$ cat config.mk
export PLATFORM = sky130hd
export DESIGN_NAME = dmem_port_arbiter_flat
export DESIGN_NICKNAME = d
export VERILOG_FILES = /design/src/rtl/dmem_port_arbiter_if.sv /design/src/rtl/dmem_port_arbiter.sv /design/src/flat_wrapper.sv
export SDC_FILE = /design/constraint.sdc
export NUM_CORES = 1
export LEC_CHECK = 0
export ABC_CLOCK_PERIOD_IN_PS = 2700
export CELL_PAD_IN_SITES_DETAIL_PLACEMENT = 1
export CELL_PAD_IN_SITES_GLOBAL_PLACEMENT = 1
export CORE_AREA = 2 2 119 121
export CTS_CLUSTER_DIAMETER = 100
export CTS_CLUSTER_SIZE = 25
export DETAILED_ROUTE_END_ITERATION = 10
export DIE_AREA = 0 0 121 123
export DONT_BUFFER_PORTS = 1
export PLACE_DENSITY_LB_ADDON = 0.1
export SYNTH_ARGS = -nofsm -noshare
export SYNTH_HDL_FRONTEND = slang
export SYNTH_SLANG_ARGS = --single-unit
export TNS_END_PERCENT = 10
$ cat constraint.sdc
create_clock -name clk -period 2.7 [get_ports clk]
set_clock_uncertainty 0.1 [all_clocks]
set_input_delay 0.54 -clock clk [delete_from_list [all_inputs] [get_ports clk]]
set_output_delay 0.54 -clock clk [all_outputs]
set_load 0.01 [all_outputs]
$ cat src/rtl/dmem_port_arbiter_if.sv
// ----------------------------------------------------------------------------
// dmem_port_arbiter_if
// Bundles the two requester ports and the memory-side bus of the data-memory
// arbiter.
//   Port A : a_req/a_we/a_funct3/a_addr/a_wdata in, a_gnt/a_rvalid/a_rdata/a_err out
//   Port B : b_req/b_we/b_addr/b_wdata in, b_gnt/b_rvalid/b_rdata out
//   Memory : mem_en/mem_we/mem_be/mem_addr/mem_wdata out, mem_rdata in
// The slave modport is the arbiter's view. The master modport is the view of
// the surrounding system, which holds the requesters and the memory.
// ----------------------------------------------------------------------------
interface dmem_port_arbiter_if;
   logic        a_req;
   logic        a_we;
   logic [2:0]  a_funct3;
   logic [31:0] a_addr;
   logic [31:0] a_wdata;
   logic        a_gnt;
   logic        a_rvalid;
   logic [31:0] a_rdata;
   logic        a_err;

   logic        b_req;
   logic        b_we;
   logic [31:0] b_addr;
   logic [31:0] b_wdata;
   logic        b_gnt;
   logic        b_rvalid;
   logic [31:0] b_rdata;

   logic        mem_en;
   logic        mem_we;
   logic [3:0]  mem_be;
   logic [31:0] mem_addr;
   logic [31:0] mem_wdata;
   logic [31:0] mem_rdata;

   modport slave (
      input  a_req, a_we, a_funct3, a_addr, a_wdata,
      output a_gnt, a_rvalid, a_rdata, a_err,
      input  b_req, b_we, b_addr, b_wdata,
      output b_gnt, b_rvalid, b_rdata,
      output mem_en, mem_we, mem_be, mem_addr, mem_wdata,
      input  mem_rdata
   );

   modport master (
      output a_req, a_we, a_funct3, a_addr, a_wdata,
      input  a_gnt, a_rvalid, a_rdata, a_err,
      output b_req, b_we, b_addr, b_wdata,
      input  b_gnt, b_rvalid, b_rdata,
      input  mem_en, mem_we, mem_be, mem_addr, mem_wdata,
      output mem_rdata
   );
endinterface

$ cat src/rtl/dmem_port_arbiter.sv
// ----------------------------------------------------------------------------
// dmem_port_arbiter
// Shares a single-port synchronous data memory between the core load/store
// path (port A) and the debug/loader word port (port B). It converts RV32I
// byte/half/word accesses into word-aligned memory transactions.
//   clk    : rising-edge clock
//   rst_n  : asynchronous active-low reset
//   bus    : dmem_port_arbiter_if.slave (both requester ports plus memory bus)
// Parameter STARVE_MAX (1..15): the number of consecutive refusals of port B
// after which B takes priority over A.
// ----------------------------------------------------------------------------
module dmem_port_arbiter #(
   parameter int unsigned STARVE_MAX = 4
) (
   input  logic               clk,
   input  logic               rst_n,
   dmem_port_arbiter_if.slave bus
);

   localparam logic [3:0] STARVE_LIM = 4'(STARVE_MAX);

   // Response tag: one entry covers the single access in flight.
   // owner = 1 marks port B. we marks a store, whose acknowledge returns zero data.
   typedef struct packed {
      logic       valid;
      logic       owner;
      logic       err;
      logic       we;
      logic [2:0] funct3;
      logic [1:0] off;
   } tag_t;

   tag_t       tag_q, tag_d;
   logic [3:0] wait_cnt_q, wait_cnt_d;

   logic aReq, bReq;
   logic aGnt, bGnt;
   logic aErr;
   logic starved;

   // Requests are masked while reset is asserted. This keeps grants and the
   // memory strobe quiet during reset.
   assign aReq = bus.a_req & rst_n;
   assign bReq = bus.b_req & rst_n;

   // Port A wins by default. B overrides once it has been refused STARVE_MAX times.
   assign starved = (wait_cnt_q == STARVE_LIM);
   assign bGnt    = bReq & (~aReq | starved);
   assign aGnt    = aReq & ~bGnt;

   assign bus.a_gnt = aGnt;
   assign bus.b_gnt = bGnt;

   // Port A alignment and funct3 legality check.
   always_comb begin
      aErr = 1'b0;
      unique case (bus.a_funct3)
         3'b000, 3'b100: aErr = 1'b0;
         3'b001, 3'b101: aErr = bus.a_addr[0];
         3'b010:         aErr = (bus.a_addr[1:0] != 2'b00);
         default:        aErr = 1'b1;
      endcase
   end

   // Memory-side drive. A rejected (misaligned) A access is still granted,
   // but it never reaches the memory.
   always_comb begin
      bus.mem_en    = 1'b0;
      bus.mem_we    = 1'b0;
      bus.mem_be    = 4'b0000;
      bus.mem_addr  = 32'h0;
      bus.mem_wdata = 32'h0;
      if (bGnt) begin
         bus.mem_en    = 1'b1;
         bus.mem_we    = bus.b_we;
         bus.mem_be    = 4'b1111;
         bus.mem_addr  = {bus.b_addr[31:2], 2'b00};
         bus.mem_wdata = bus.b_we ? bus.b_wdata : 32'h0;
      end else if (aGnt && !aErr) begin
         bus.mem_en   = 1'b1;
         bus.mem_we   = bus.a_we;
         bus.mem_addr = {bus.a_addr[31:2], 2'b00};
         bus.mem_be   = 4'b1111;
         if (bus.a_we) begin
            unique case (bus.a_funct3[1:0])
               2'b00: begin
                  bus.mem_be    = 4'b0001 << bus.a_addr[1:0];
                  bus.mem_wdata = {4{bus.a_wdata[7:0]}};
               end
               2'b01: begin
                  bus.mem_be    = bus.a_addr[1] ? 4'b1100 : 4'b0011;
                  bus.mem_wdata = {2{bus.a_wdata[15:0]}};
               end
               default: begin
                  bus.mem_be    = 4'b1111;
                  bus.mem_wdata = bus.a_wdata;
               end
            endcase
         end
      end
   end

   // Next-state values for the tag and the starvation counter.
   always_comb begin
      tag_d        = '0;
      tag_d.valid  = aGnt | bGnt;
      tag_d.owner  = bGnt;
      tag_d.err    = aGnt & aErr;
      tag_d.we     = bGnt ? bus.b_we : bus.a_we;
      tag_d.funct3 = bGnt ? 3'b010 : bus.a_funct3;
      tag_d.off    = bGnt ? 2'b00 : bus.a_addr[1:0];

      wait_cnt_d = wait_cnt_q;
      if (!bReq || bGnt) begin
         wait_cnt_d = 4'd0;
      end else if (!starved) begin
         wait_cnt_d = wait_cnt_q + 4'd1;
      end
   end

   // The tag clears asynchronously, so a pending response disappears as soon
   // as reset is asserted.
   always_ff @(posedge clk or negedge rst_n) begin
      if (!rst_n) begin
         tag_q      <= '0;
         wait_cnt_q <= 4'd0;
      end else begin
         tag_q      <= tag_d;
         wait_cnt_q <= wait_cnt_d;
      end
   end

   logic [7:0]  laneByte;
   logic [15:0] laneHalf;
   logic [31:0] loadData;

   // Lane extraction and extension of the load data, using the tagged byte offset.
   always_comb begin
      laneByte = 8'h0;
      unique case (tag_q.off)
         2'b00: laneByte = bus.mem_rdata[7:0];
         2'b01: laneByte = bus.mem_rdata[15:8];
         2'b10: laneByte = bus.mem_rdata[23:16];
         2'b11: laneByte = bus.mem_rdata[31:24];
      endcase
      laneHalf = tag_q.off[1] ? bus.mem_rdata[31:16] : bus.mem_rdata[15:0];
      loadData = bus.mem_rdata;
      unique case (tag_q.funct3)
         3'b000:  loadData = {{24{laneByte[7]}}, laneByte};
         3'b100:  loadData = {24'h0, laneByte};
         3'b001:  loadData = {{16{laneHalf[15]}}, laneHalf};
         3'b101:  loadData = {16'h0, laneHalf};
         default: loadData = bus.mem_rdata;
      endcase
   end

   assign bus.a_rvalid = tag_q.valid & ~tag_q.owner;
   assign bus.a_err    = bus.a_rvalid & tag_q.err;
   assign bus.a_rdata  = (bus.a_rvalid && !tag_q.err && !tag_q.we) ? loadData : 32'h0;

   assign bus.b_rvalid = tag_q.valid & tag_q.owner;
   assign bus.b_rdata  = (bus.b_rvalid && !tag_q.we) ? bus.mem_rdata : 32'h0;

endmodule

$ cat src/flat_wrapper.sv
// flat-port wrapper written by rule: the top's interface ports become plain ports
module dmem_port_arbiter_flat 
#(
   parameter int unsigned STARVE_MAX = 4
)
  (clk, rst_n, bus_a_req, bus_a_we, bus_a_funct3, bus_a_addr, bus_a_wdata, bus_a_gnt, bus_a_rvalid, bus_a_rdata, bus_a_err, bus_b_req, bus_b_we, bus_b_addr, bus_b_wdata, bus_b_gnt, bus_b_rvalid, bus_b_rdata, bus_mem_en, bus_mem_we, bus_mem_be, bus_mem_addr, bus_mem_wdata, bus_mem_rdata);
  dmem_port_arbiter_if bus_i ();
  input  logic clk;
  input  logic rst_n;
  input wire logic [$bits(bus_i.a_req)-1:0] bus_a_req;
  input wire logic [$bits(bus_i.a_we)-1:0] bus_a_we;
  input wire logic [$bits(bus_i.a_funct3)-1:0] bus_a_funct3;
  input wire logic [$bits(bus_i.a_addr)-1:0] bus_a_addr;
  input wire logic [$bits(bus_i.a_wdata)-1:0] bus_a_wdata;
  output wire logic [$bits(bus_i.a_gnt)-1:0] bus_a_gnt;
  output wire logic [$bits(bus_i.a_rvalid)-1:0] bus_a_rvalid;
  output wire logic [$bits(bus_i.a_rdata)-1:0] bus_a_rdata;
  output wire logic [$bits(bus_i.a_err)-1:0] bus_a_err;
  input wire logic [$bits(bus_i.b_req)-1:0] bus_b_req;
  input wire logic [$bits(bus_i.b_we)-1:0] bus_b_we;
  input wire logic [$bits(bus_i.b_addr)-1:0] bus_b_addr;
  input wire logic [$bits(bus_i.b_wdata)-1:0] bus_b_wdata;
  output wire logic [$bits(bus_i.b_gnt)-1:0] bus_b_gnt;
  output wire logic [$bits(bus_i.b_rvalid)-1:0] bus_b_rvalid;
  output wire logic [$bits(bus_i.b_rdata)-1:0] bus_b_rdata;
  output wire logic [$bits(bus_i.mem_en)-1:0] bus_mem_en;
  output wire logic [$bits(bus_i.mem_we)-1:0] bus_mem_we;
  output wire logic [$bits(bus_i.mem_be)-1:0] bus_mem_be;
  output wire logic [$bits(bus_i.mem_addr)-1:0] bus_mem_addr;
  output wire logic [$bits(bus_i.mem_wdata)-1:0] bus_mem_wdata;
  input wire logic [$bits(bus_i.mem_rdata)-1:0] bus_mem_rdata;
  assign bus_i.a_req = bus_a_req;
  assign bus_i.a_we = bus_a_we;
  assign bus_i.a_funct3 = bus_a_funct3;
  assign bus_i.a_addr = bus_a_addr;
  assign bus_i.a_wdata = bus_a_wdata;
  assign bus_a_gnt = bus_i.a_gnt;
  assign bus_a_rvalid = bus_i.a_rvalid;
  assign bus_a_rdata = bus_i.a_rdata;
  assign bus_a_err = bus_i.a_err;
  assign bus_i.b_req = bus_b_req;
  assign bus_i.b_we = bus_b_we;
  assign bus_i.b_addr = bus_b_addr;
  assign bus_i.b_wdata = bus_b_wdata;
  assign bus_b_gnt = bus_i.b_gnt;
  assign bus_b_rvalid = bus_i.b_rvalid;
  assign bus_b_rdata = bus_i.b_rdata;
  assign bus_mem_en = bus_i.mem_en;
  assign bus_mem_we = bus_i.mem_we;
  assign bus_mem_be = bus_i.mem_be;
  assign bus_mem_addr = bus_i.mem_addr;
  assign bus_mem_wdata = bus_i.mem_wdata;
  assign bus_i.mem_rdata = bus_mem_rdata;
  dmem_port_arbiter #(.STARVE_MAX(STARVE_MAX)) u_core (.clk(clk), .rst_n(rst_n), .bus(bus_i));
endmodule
# Yosys cells after proc, flatten, opt, wreduce, memory -nomap -nowiden

Cells that the tools add are included.

Flip-flop bits (word level): 13
Latch bits: 0
Memory bits (writable): 0
Bits in read-only memories: 0
Output and inout port bits: 139
Logic and storage cells: 78
Memories: 0

Add/subtract/negate cells: 1
$mul: 0
Div/mod/pow operators: 0
Order comparisons: 0
Eq/ne operators: 13
Shifts and indexed selects: 1
Multiplexer cells: 27
Bitwise logic cells: 13
Reductions and logical operators: 16

Operator list:

| operator                                                           | count |
|---|---|
| 32-bit 2-to-1 mux                                                  | 8 |
| 32-bit one-hot mux with 4 select lines                             | 1 |
| 32-bit one-hot mux with 2 select lines                             | 1 |
| 8-bit one-hot mux with 4 select lines                              | 1 |
| 4-bit 2-to-1 mux                                                   | 6 |
| 16-bit 2-to-1 mux                                                  | 1 |
| 3-bit == test (second input constant)                              | 4 |
| 1-bit AND                                                          | 8 |
| 4-bit one-hot mux with 2 select lines                              | 1 |
| 3-bit by 1-bit == test with 1-bit output (second input constant)   | 2 |
| 3-bit logical NOT                                                  | 2 |
| 1-bit 2-to-1 mux                                                   | 5 |
| 4-bit by 1-bit adder with 4-bit output (second input constant)     | 1 |
| 2-bit by 1-bit == test with 1-bit output (second input constant)   | 2 |
| 2-bit == test (second input constant)                              | 2 |
| 4-bit by 3-bit == test with 1-bit output (second input constant)   | 1 |
| 1-bit logical AND                                                  | 4 |
| 1-bit logical NOT                                                  | 4 |
| 2-bit logical NOT                                                  | 2 |
| 2-bit OR reduction                                                 | 2 |
| 1-bit by 2-bit left shift with 4-bit output (first input constant) | 1 |
| 3-bit by 2-bit == test with 1-bit output (second input constant)   | 1 |
| 3-bit 2-to-1 mux                                                   | 1 |
| 1-bit NOT                                                          | 3 |
| 6 further kinds                                                    | 7 |

# Longest topological paths before layout

Depth after elaboration: 9
Depth in mapped cells: 8
Mapped depth without buffers: 6

# Least setup slack after synthesis

Ideal clock, no wire load.

Path type: register to output
From: register u_core.wait_cnt_q[0]
To: output bus_mem_wdata[6]
Arrival time: 1.639 ns
Path slack: 0.421 ns
Stages on the path, launching flop included: 9
Path buffers: 2
Cells stage by stage: dfrtp_1 > inv_1 > ha_1 > nand3b_4 > o211a_4 > and3_4 > buf_6 > buf_6 > a22o_1

Longest elaborated chain between the ends: 8

Ends and longest elaborated chain:

| item                                     | line                     | RTL |
|---|---|---|
| start, declared                          | dmem_port_arbiter.sv:34  | `logic [3:0] wait_cnt_q, wait_cnt_d;` |
| start signal, assigned                   | dmem_port_arbiter.sv:129 | `wait_cnt_q <= wait_cnt_d;` |
| 4-bit by 3-bit == test with 1-bit output | dmem_port_arbiter.sv:47  | `assign starved = (wait_cnt_q == STARVE_LIM);` |
| 1-bit bitwise OR                         | dmem_port_arbiter.sv:48  | `assign bGnt = bReq & (~aReq \| starved);` |
| 1-bit AND                                | dmem_port_arbiter.sv:48  |  |
| 1-bit NOT                                | dmem_port_arbiter.sv:49  | `assign aGnt = aReq & ~bGnt;` |
| 1-bit AND                                | dmem_port_arbiter.sv:49  |  |
| named net bus_a_gnt                      | flat_wrapper.sv:15       | `output wire logic [$bits(bus_i.a_gnt)-1:0] bus_a_gnt;` |
| 1-bit logical AND                        | dmem_port_arbiter.sv:79  | `end else if (aGnt && !aErr) begin` |
| 32-bit 2-to-1 mux                        | dmem_port_arbiter.sv:79  |  |
| 32-bit 2-to-1 mux                        | dmem_port_arbiter.sv:73  | `if (bGnt) begin` |
| end, declared                            | flat_wrapper.sv:30       | `output wire logic [$bits(bus_i.mem_wdata)-1:0] bus_mem_wdata;` |

The timed path passes the listed nets, and every way through them passes these cells.

# Worst setup path after layout

From: register u_core.wait_cnt_q[0]
To: output bus_mem_wdata[14]

Longest elaborated chain between the ends: 8

Ends and longest elaborated chain:

| item                                       | line                    | RTL |
|---|---|---|
| 4-bit by 3-bit == test with 1-bit output * | dmem_port_arbiter.sv:47 |  |
| 1-bit bitwise OR *                         | dmem_port_arbiter.sv:48 |  |
| 1-bit AND *                                | dmem_port_arbiter.sv:48 |  |
| named net bus_b_gnt                        | flat_wrapper.sv:23      | `output wire logic [$bits(bus_i.b_gnt)-1:0] bus_b_gnt;` |
| 1-bit NOT                                  | dmem_port_arbiter.sv:49 |  |
| 1-bit AND                                  | dmem_port_arbiter.sv:49 |  |
| 1-bit logical AND                          | dmem_port_arbiter.sv:79 |  |
| 32-bit 2-to-1 mux                          | dmem_port_arbiter.sv:79 |  |
| 32-bit 2-to-1 mux *                        | dmem_port_arbiter.sv:73 |  |

The timed path passes the listed nets; every way through them passes the cells marked *.

==> results_dict.tcl <==
set metrics [dict create \
    run_status "finished clean" \
    drtIter0Drc 65 \
    clk_pin_slew_ns 0.04 \
    p_sw_share_pct 36.36 \
    path_buf_inv 2 \
    worstSetupStartpointType "register" \
    drt_wl_total_um 11760 \
    reg2regPathDepth 5 \
    core_area_sq_um 13610 \
    cts-buffers-inserted 3 \
    fmax_ghz 0.3877 \
    yosysSeqAreaShare_pct 12.29 \
    syn_inst 362 \
    ys.flop_type "dfrtp_1" \
    rrSetupSlack_ns 1.09 \
    initial_utilization_pct 19.45 \
    setup_viol 0 \
    yosys-top-cells-count "a22o_1, nand2_1, mux2i_1" \
    instances_no_fill 529 \
    cap_violations 0 \
    power_density_nw_per_um2 281.1 \
    htreeDepth 1 \
    grt_pass1_vias 2768 \
    port_buffers 0 \
    cts_tree "done" \
    antenna_found_initial 0 \
    cp_num_cells 7 \
    fp.dieArea_sq_um 14880 \
    worstPathCellList "inv_1 > ha_2 > nand3b_4 > a21oi_4 > and2_1 > buf_12 > o2bb2ai_1" \
    synth_top_area_share_pct 15.22 \
    cp_slowest_cell "dfrtp_1" \
    min_from "bus_a_funct3[1]" \
    cpPeakStageDelay_ns 0.39 \
    cell_internal_pwr_w 0.0005338 \
    synth_edf_count 0 \
    area_growth_pct 12.71 \
    drt_pass1_iterations 4 \
    synthArstFlopShare_pct 100.0 \
    wire_per_inst_um 22.22 \
    min_path_type "in2reg" \
    place_congestion 0.7348 \
    synth_most_common_cell "a22o_1" \
    switching_power_w 0.0003050 \
    viasPerCell 5.312 \
    grtUsageTotal_pct 14.18 \
    seq_power_share_pct 25.4 \
    arrival_ns 1.94 \
    path_max_fanout 33 \
    ys_ff_latch 13 \
    grt_max_degree 42 \
    clkSinkCount 13 \
    cp-end-kind "output port" \
    power_frac_clock_pct 32.6 \
    clkLatencyLatePin_ns 0.24 \
    p_leak_nw 1.214 \
    crit_family "compound AO/OA/AOI/OAI gates" \
    timing.rr.start "u_core.wait_cnt_q[0]$_DFFE_PN0P_" \
    min_period_over_period_pct 95.53 \
    relSlewSlack_pct 60.43 \
    ir_drop_mv 0.1364 \
    synth_top_area_cell "a22o_1" \
    finalWorstSetupSlack_ns 0.1208 \
    worst_pin_slew_ns 0.5917 \
    fp.dieW_um 121 \
    finalHoldViolCount 0 \
    pre_cts_slack_ns 0.1832 \
    netlist_area_sq_um 2648 \
    maxSlewViolCount 0 \
    hold_depth 1 \
    post-route-drc-count 0 \
    critPathKind "reg2out" \
    grt_overflow 0 \
    drive_gt1_share_pct 13.75 \
    rows 43 \
    hpwl_um 9575 \
    ys.warnings.count 0 \
    cts_root_buf "clkbuf_16" \
    grt_first_pass_wirelength_um 16610 \
    post-route-min-period_ns 2.579 \
    power_frac_comb_pct 42.0 \
    dp.cells 523 \
    ys_types 48 \
    r2r_end "u_core.tag_q[5]$_DFF_PN0_" \
    synth_area_per_cell_sq_um 7.314 \
    dr_total_vias 2810 \
    synth_area_leaders "a22o_1, dfrtp_1, mux2i_1" \
    antenna_left 0 \
    diodes 0 \
    io_pins 308 \
    fillers 1653 \
    finalSetupTns_ns 0 \
    cts_buffer_depth 2 \
    die_h_um 123 \
    cp_data_required_time_ns 2.06 \
    nets 521 \
    whs_endpoint "u_core.tag_q[3]$_DFF_PN0_" \
]
[cell type report]
cell class	count	area [sq um]	share of cell area [%]
Inverter	18	67.56	2.264
Tap cell	180	225.2	7.547
Sequential cell	13	326.6	10.94
Clock buffer	4	78.83	2.642
Timing Repair Buffer	19	181.4	6.080
Multi-Input combinational cell	295	2105	70.52
[routing by layer]
metal	vias to the layer above	track usage [%]	part of all wire (%)
li1	1298	-	-
met1	1330	15.77	36
met2	176	26.44	52
met3	6	4.059	10
met4	0	3.561	1.3
met5	-	0	0
[power by group through the flow]
stage / clock network (W) / registers [W] / logic [W]
floorplan: 0 / 0.000212 / 0.000279
global placement: 0 / 0.000216 / 0.000344
detailed placement: 0 / 0.000216 / 0.000347
CTS: 0.000282 / 0.000213 / 0.000357
global route: 0.000295 / 0.000215 / 0.000389
finish: 0.000273 / 0.000213 / 0.000352
[how the worst max path moves through the flow]
stage,startpoint,end,slack [ns]
floorplan,u_core.wait_cnt_q[0]$_DFFE_PN0P_,bus_mem_wdata[6],0.42
global placement,u_core.tag_q[1]$_DFF_PN0_,bus_a_rdata[20],0.17
detailed placement,u_core.tag_q[1]$_DFF_PN0_,bus_a_rdata[22],0.18
CTS,u_core.wait_cnt_q[0]$_DFFE_PN0P_,bus_mem_en,0.01
global route,u_core.wait_cnt_q[0]$_DFFE_PN0P_,bus_mem_wdata[14],-0.004
finish,u_core.wait_cnt_q[0]$_DFFE_PN0P_,bus_mem_wdata[14],0.12
[flip-flops by register name, summed over array words and instances, names as in the netlist]
name,count
u_core.wait_cnt_q,4
u_core.tag_q,9
[cell usage in the layout, fill, tap and decap left out, types with 2 or more instances in the layout]
| cell type | count |
|---|---|
| nor3_1 | 9 |
| a21oi_1 | 22 |
| buf_4 | 14 |
| nand3_1 | 2 |
| mux2_2 | 3 |
| nor2b_1 | 6 |
| or2_2 | 2 |
| o2bb2ai_1 | 16 |
| inv_1 | 18 |
| a22o_1 | 46 |
| buf_12 | 2 |
| a221oi_2 | 7 |
| mux2i_1 | 29 |
| o221ai_1 | 3 |
| clkbuf_16 | 3 |
| conb_1 | 2 |
| o22ai_1 | 3 |
| and2_1 | 27 |
| a21oi_4 | 2 |
| nor3b_1 | 2 |
| nand2_1 | 40 |
| a21o_1 | 5 |
| dfrtp_1 | 12 |
| o21ai_0 | 23 |
| a211oi_1 | 3 |
| nor2_1 | 20 |
[through the flow]
stage / hold slack (ns) / total power, W / instance area, sq um / utilization (%)
after floorplan: 0.1444 / 0.0004910 / 2651 / -
final: 0.3208 / 0.0008388 / 2984 / 21.92
after detailed placement: 0.1450 / 0.0005627 / 2849 / 20.93
after global routing: 0.3188 / 0.0008983 / 2984 / 21.92
after global placement: 0.1451 / 0.0005604 / 2849 / 20.93
after CTS: 0.3202 / 0.0008517 / 2954 / 21.70
[what timing repair did]
item / in CTS / in global routing
resized for setup: 2 / 7
hold buffers: 1 / 0
pin swaps: 0 / 2
hold endpoints to repair: 13 / 0
setup endpoints to repair: 17 / 66
setup buffers: 0 / 1
gates cloned: 0 / 0
[logic make-up (layout without fill, tap and decap cells)]
kind of cell | after synthesis | in the layout | share of synthesized area (%)
simple gates | 119 | 119 | 22.92
fa+ha+maj | 2 | 2 | 0.9450
mux | 32 | 32 | 12.24
compound gates | 138 | 138 | 41.16
flops | 13 | 13 | 12.29
other cells | 1 | 2 | 0.1416
buf+inv | 55 | 41 | 9.641
xor+xnor | 2 | 2 | 0.6617
Note: power is estimated with default switching activity, not from simulation.
